`config.mk`:
```
export PLATFORM = sky130hd
export DESIGN_NAME = alu_issue_ctrl
export DESIGN_NICKNAME = d
export VERILOG_FILES = /design/src/rtl/alu_pkg.sv /design/src/rtl/alu_lat_lookup.sv /design/src/rtl/alu_issue_ctrl.sv
export SDC_FILE = /design/constraint.sdc
export NUM_CORES = 1
export LEC_CHECK = 0
export BUFFER_PORTS_ARGS = -buffer_cell sky130_fd_sc_hd__buf_2
export CORE_AREA = 3 3 234 236
export CTS_CLUSTER_DIAMETER = 150
export DETAILED_ROUTE_END_ITERATION = 8
export DIE_AREA = 0 0 237 239
export SLEW_MARGIN = 20
export SYNTH_ARGS = -nofsm -noshare
export SYNTH_HDL_FRONTEND = slang
export SYNTH_SLANG_ARGS = --single-unit
export TNS_END_PERCENT = 100
```
`constraint.sdc`:
```
create_clock -name clk -period 2.6 [get_ports clk]
set_input_delay 0.39 -clock clk [delete_from_list [all_inputs] [get_ports clk]]
set_output_delay 0.39 -clock clk [all_outputs]
set_load 0.1 [all_outputs]
```
`src/rtl/alu_pkg.sv`:
```
`default_nettype none
// ============================================================================
//  alu_pkg
//  Shared opcodes, FSM encoding and latency defaults for the ALU issue path.
//  Revision: 1.0  initial release
// ============================================================================
package alu_pkg;

    localparam logic [3:0] OP_ADD = 4'b0010;
    localparam logic [3:0] OP_SUB = 4'b0110;
    localparam logic [3:0] OP_MUL = 4'b1000;
    localparam logic [3:0] OP_DIV = 4'b0011;
    localparam logic [3:0] OP_AND = 4'b0000;
    localparam logic [3:0] OP_OR  = 4'b0001;

    localparam int C_DATA_W_DEF     = 64;
    localparam int C_SIMPLE_LAT_DEF = 1;
    localparam int C_MUL_LAT_DEF    = 4;
    localparam int C_DIV_LAT_DEF    = 8;
    localparam int C_CNT_W_DEF      = 4;

    typedef enum logic [1:0] {
        ST_IDLE = 2'd0,
        ST_EXEC = 2'd1,
        ST_RESP = 2'd2
    } state_t;

    // Ops whose results are also committed to the architectural HI/LO pair.
    function automatic logic is_hilo_op(input logic [3:0] op);
        return (op == OP_MUL) || (op == OP_DIV);
    endfunction

endpackage
`default_nettype wire

```
`src/rtl/alu_lat_lookup.sv`:
```
`default_nettype none
// ============================================================================
//  alu_lat_lookup
//  Combinational map from ALU opcode to {execute latency, legal}.
//  Revision: 1.0  initial release
// ============================================================================
module alu_lat_lookup
    import alu_pkg::*;
#(
    parameter int SIMPLE_LAT = C_SIMPLE_LAT_DEF,
    parameter int MUL_LAT    = C_MUL_LAT_DEF,
    parameter int DIV_LAT    = C_DIV_LAT_DEF,
    parameter int CNT_W      = C_CNT_W_DEF
) (
    input  logic [3:0]       i_op,
    output logic [CNT_W-1:0] o_lat,
    output logic             o_legal
);

    always_comb begin
        o_lat   = '0;
        o_legal = 1'b0;
        case (i_op)
            OP_ADD, OP_SUB, OP_AND, OP_OR: begin
                o_lat   = CNT_W'(SIMPLE_LAT);
                o_legal = 1'b1;
            end
            OP_MUL: begin
                o_lat   = CNT_W'(MUL_LAT);
                o_legal = 1'b1;
            end
            OP_DIV: begin
                o_lat   = CNT_W'(DIV_LAT);
                o_legal = 1'b1;
            end
            default: begin
                o_lat   = '0;
                o_legal = 1'b0;
            end
        endcase
    end

endmodule
`default_nettype wire

```
`src/rtl/alu_issue_ctrl.sv`:
```
`default_nettype none
// ============================================================================
//  alu_issue_ctrl
//  Issues operands/opcode to the ALU, holds them for the per-op latency,
//  captures the result and maintains HI/LO. Optional: ALU_ISSUE_B2B_EN.
//  Revision: 1.0  initial release
// ============================================================================
module alu_issue_ctrl
    import alu_pkg::*;
#(
    parameter int DATA_W     = C_DATA_W_DEF,
    parameter int SIMPLE_LAT = C_SIMPLE_LAT_DEF,
    parameter int MUL_LAT    = C_MUL_LAT_DEF,
    parameter int DIV_LAT    = C_DIV_LAT_DEF,
    parameter int CNT_W      = C_CNT_W_DEF
) (
    input  logic              clk,
    input  logic              reset,
    input  logic              req_valid,
    output logic              req_ready,
    input  logic [3:0]        req_op,
    input  logic [DATA_W-1:0] req_a,
    input  logic [DATA_W-1:0] req_b,
    input  logic [4:0]        req_rd,
    output logic [DATA_W-1:0] alu_a,
    output logic [DATA_W-1:0] alu_b,
    output logic [3:0]        alu_opcode,
    input  logic [DATA_W-1:0] alu_result,
    input  logic [DATA_W-1:0] alu_hi,
    input  logic              alu_zero,
    output logic              rsp_valid,
    input  logic              rsp_ready,
    output logic [DATA_W-1:0] rsp_result,
    output logic              rsp_zero,
    output logic [4:0]        rsp_rd,
    output logic              rsp_err,
    output logic [DATA_W-1:0] hi_reg,
    output logic [DATA_W-1:0] lo_reg
);

    state_t           r_state;
    logic [CNT_W-1:0] r_cnt;

    logic [CNT_W-1:0] w_lat;
    logic             w_legal;
    logic             w_accept;
    logic             w_err;

    alu_lat_lookup #(
        .SIMPLE_LAT (SIMPLE_LAT),
        .MUL_LAT    (MUL_LAT),
        .DIV_LAT    (DIV_LAT),
        .CNT_W      (CNT_W)
    ) u_lat_lookup (
        .i_op    (req_op),
        .o_lat   (w_lat),
        .o_legal (w_legal)
    );

`ifdef ALU_ISSUE_B2B_EN
    // Retiring a response frees the slot in the same cycle.
    assign req_ready = (r_state == ST_IDLE) || ((r_state == ST_RESP) && rsp_ready);
`else
    assign req_ready = (r_state == ST_IDLE);
`endif

    assign w_accept = req_valid && req_ready;
    assign w_err    = !w_legal || ((req_op == OP_DIV) && (req_b == '0));

    always_ff @(posedge clk) begin
        if (reset) begin
            r_state    <= ST_IDLE;
            r_cnt      <= '0;
            alu_a      <= '0;
            alu_b      <= '0;
            alu_opcode <= '0;
            rsp_valid  <= 1'b0;
            rsp_result <= '0;
            rsp_zero   <= 1'b0;
            rsp_rd     <= '0;
            rsp_err    <= 1'b0;
            hi_reg     <= '0;
            lo_reg     <= '0;
        end else begin
            case (r_state)
                ST_IDLE: begin
                    r_cnt <= '0;
                end
                ST_EXEC: begin
                    r_cnt <= r_cnt - CNT_W'(1);
                    if (r_cnt == CNT_W'(1)) begin
                        rsp_result <= alu_result;
                        rsp_zero   <= alu_zero;
                        rsp_valid  <= 1'b1;
                        r_state    <= ST_RESP;
                        if (is_hilo_op(alu_opcode)) begin
                            lo_reg <= alu_result;
                            hi_reg <= alu_hi;
                        end
                    end
                end
                ST_RESP: begin
                    if (rsp_ready) begin
                        rsp_valid <= 1'b0;
                        r_state   <= ST_IDLE;
                    end
                end
                default: begin
                    r_state <= ST_IDLE;
                end
            endcase

            // An accept overrides the RESP retirement above when both happen together.
            if (w_accept) begin
                alu_a      <= req_a;
                alu_b      <= req_b;
                alu_opcode <= req_op;
                rsp_rd     <= req_rd;
                if (w_err) begin
                    r_state    <= ST_RESP;
                    r_cnt      <= '0;
                    rsp_valid  <= 1'b1;
                    rsp_err    <= 1'b1;
                    rsp_result <= '0;
                    rsp_zero   <= 1'b0;
                end else begin
                    r_state   <= ST_EXEC;
                    r_cnt     <= w_lat;
                    rsp_valid <= 1'b0;
                    rsp_err   <= 1'b0;
                end
            end
        end
    end

endmodule
`default_nettype wire

```
==> results.json <==
{
  "fmax_mhz": 427,
  "gr-usage-met3_pct": 4.64,
  "worstMarginPinSlew_ns": 0.790,
  "arrival_ns": 2.73,
  "path_max_fanout": 58,
  "hold_path.class": "input pin to flip-flop",
  "postCtsHoldBufs": 0,
  "p_per_area_nw_per_um2": 784,
  "fin_tns_setup_ns": 0,
  "synthTopCellsByArea": "dfxtp_1, nand2_1, a21oi_1",
  "cpLargestDelayFamily": "simple AND/OR/NAND/NOR gates",
  "avgSynthCellArea_um2": 8.21,
  "grtUsageTotal_pct": 14.8,
  "drive_gt1_share_pct": 33.7,
  "io_buffers": 602,
  "layout.cells.most_common": "buf_2",
  "cap_viol_max_count": 0,
  "drc_errors": 0,
  "synth_top_area_share_pct": 56.6,
  "worstPathRequired_ns": 2.99,
  "ys_warn_count": 0,
  "clockBufferDepth": 3,
  "cts_resized": 0,
  "core_um2": 52700,
  "wl_mm": 44.7,
  "cts_tree": "built",
  "drv_slew": 0,
  "grt_util_met1_pct": 16.8,
  "cp-end-kind": "flip-flop",
  "grt_pass1_wl_mm": 66.8,
  "cp-start-kind": "flip-flop",
  "synth.distinct_cells": 34,
  "slowest_stage": "or3_4",
  "htreeDepth": 2,
  "drt_iter0_markers": 387,
  "crit_path_cell_trace": "ha_1, nor3b_1, nand3b_1, or3_4, buf_12, nand2_1, a21oi_1",
  "clock_sinks": 338,
  "path_buf_inv": 1,
  "fin_skew_ns": 0.0227,
  "ant_nets": 0,
  "cts_made_buffers": 38,
  "async_flop_share_pct": 0,
  "wl_per_cell_um": 16.3,
  "vias": 12000,
  "die_area_um2": 56600,
  "die_w_um": 237,
  "critPathMaxStageDelay_ns": 0.56,
  "ys_seq_area_share_pct": 56.6,
  "finalSetupViolCount": 0,
  "ys_ff_latch": 338,
  "cts-root-buf": "clkbuf_16",
  "reg2reg_slack_ns": 0.26,
  "rows": 84,
  "criticalPathCategory": "flip-flop to flip-flop",
  "avgViaCountPerCell": 4.37,
  "outcome": "finished clean",
  "fillerInstances": 5599,
  "insertion_delay_ns": 0.55,
  "final.min_clock_period_ns": 2.34,
  "place_hpwl_mm": 33.4,
  "ir_worst_vdd_uv": 632,
  "ys.flop_type": "dfxtp_1",
  "die_h_um": 239,
  "timing.hold.ws_ns": 0.0821,
  "syn_inst": 1456,
  "mostFrequentLayoutCells": "buf_2, nand2_1, dfxtp_1",
  "period_share_pct": 90.0,
  "syn-num-nets": 1728,
  "cts.clk_slew.worst_paths_ns": 0.06,
  "gp_congestion": 0.839,
  "final_nets": 2293,
  "busiest_layer": "met2",
  "post_cts_buffers": 0,
  "grt_pass1_vias": 12000,
  "total_leakage_power_nw": 8.09,
  "final_cell_area_um2": 17100,
  "grt_setup_unrepaired": "false",
  "start_util_pct": 22.7,
  "syn_area_um2": 12000,
  "grt-ovfl-total": 0,
  "synth_enable_flop_cells": 0,
  "synth_top_area_cell": "dfxtp_1",
  "max-slew-margin-rel_pct": 47.3,
  "ios": 603,
  "hold_viol": 0,
  "place_area_um2": 15800,
  "grt_start_max_net_pins": 140,
  "antenna_found_initial": 5,
  "areaGrowthSynthToFinish_pct": 43.3,
  "use_met2_pct": 26.5,
  "drtPass1Iterations": 5
}
==> Yosys cell counts (2+ instances only) <==
| master | number |
|---|---|
| nor4_1 | 22 |
| and4_1 | 2 |
| nand2b_1 | 4 |
| buf_1 | 4 |
| buf_2 | 20 |
| nor2b_1 | 2 |
| nand2_1 | 533 |
| a21oi_1 | 274 |
| dfxtp_1 | 338 |
| nor3_1 | 5 |
| inv_1 | 5 |
| nor2_1 | 74 |
| o21a_1 | 2 |
| buf_4 | 6 |
| o21ai_0 | 2 |
| mux2i_1 | 65 |
| ha_1 | 2 |
| nand4_1 | 4 |
| or3_1 | 4 |
| clkbuf_1 | 74 |
==> worst paths after layout <==
kind / to / cells after the start / from
max: hi_reg[8] / 7 / r_cnt[0]
min: alu_a[35] / 3 / req_a[35]
max reg2reg: hi_reg[8] / 7 / r_cnt[0]
min reg2reg: hi_reg[41] / 2 / hi_reg[41]
==> power breakdown <==
group | leakage [nW] | internal, mW | switching (mW) | total (mW)
Sequential | 2.74 | 5.36 | 0.103 | 5.46
Clock | 0.637 | 3.48 | 2.17 | 5.65
Combinational | 4.71 | 0.465 | 1.85 | 2.32
==> tightest hold or removal path, cell delays in order <==
cell and delay, ns:
buf_2 0.09, nand2_1 0.04, a21oi_1 0.05
==> stage by stage <==
stage | util [%] | power (mW) | instances | worst slack (ns)
after floorplan | - | 7.26 | 1456 | 0.287
after global placement | 30.0 | 7.87 | 2669 | 0.116
after detailed placement | 30.0 | 7.90 | 2669 | 0.124
after CTS | 32.5 | 13.7 | 2737 | 0.278
after global routing | 32.5 | 14.0 | 2738 | 0.0723
final | 32.5 | 13.4 | 2738 | 0.259
==> area by class of cell <==
type / instances / area (um2) / area share, %
flip-flops and latches: 338 / 6770 / 39.5
multi-input cells: 1009 / 4770 / 27.8
repair buffers: 629 / 3400 / 19.8
clock buffers: 55 / 1070 / 6.27
well taps: 688 / 861 / 5.02
clock inverters: 13 / 240 / 1.40
inverters: 5 / 18.8 / 0.110
diodes: 1 / 2.50 / 0.0146
==> metal layers <==
layer	vias up	share of wire [%]
met5	-	0.072
met3	75	8.5
met2	477	50
li1	5890	-
met1	5521	39
met4	4	2.7
==> cell families after synthesis <==
kind of cell / synth area share (%)
simple gates: 21.6
mux: 5.44
buf+inv: 3.82
compound gates: 12.3
fa+ha+maj: 0.209
xor+xnor: 0.0733
flops: 56.6
Note: power is estimated with default switching activity, not from simulation.
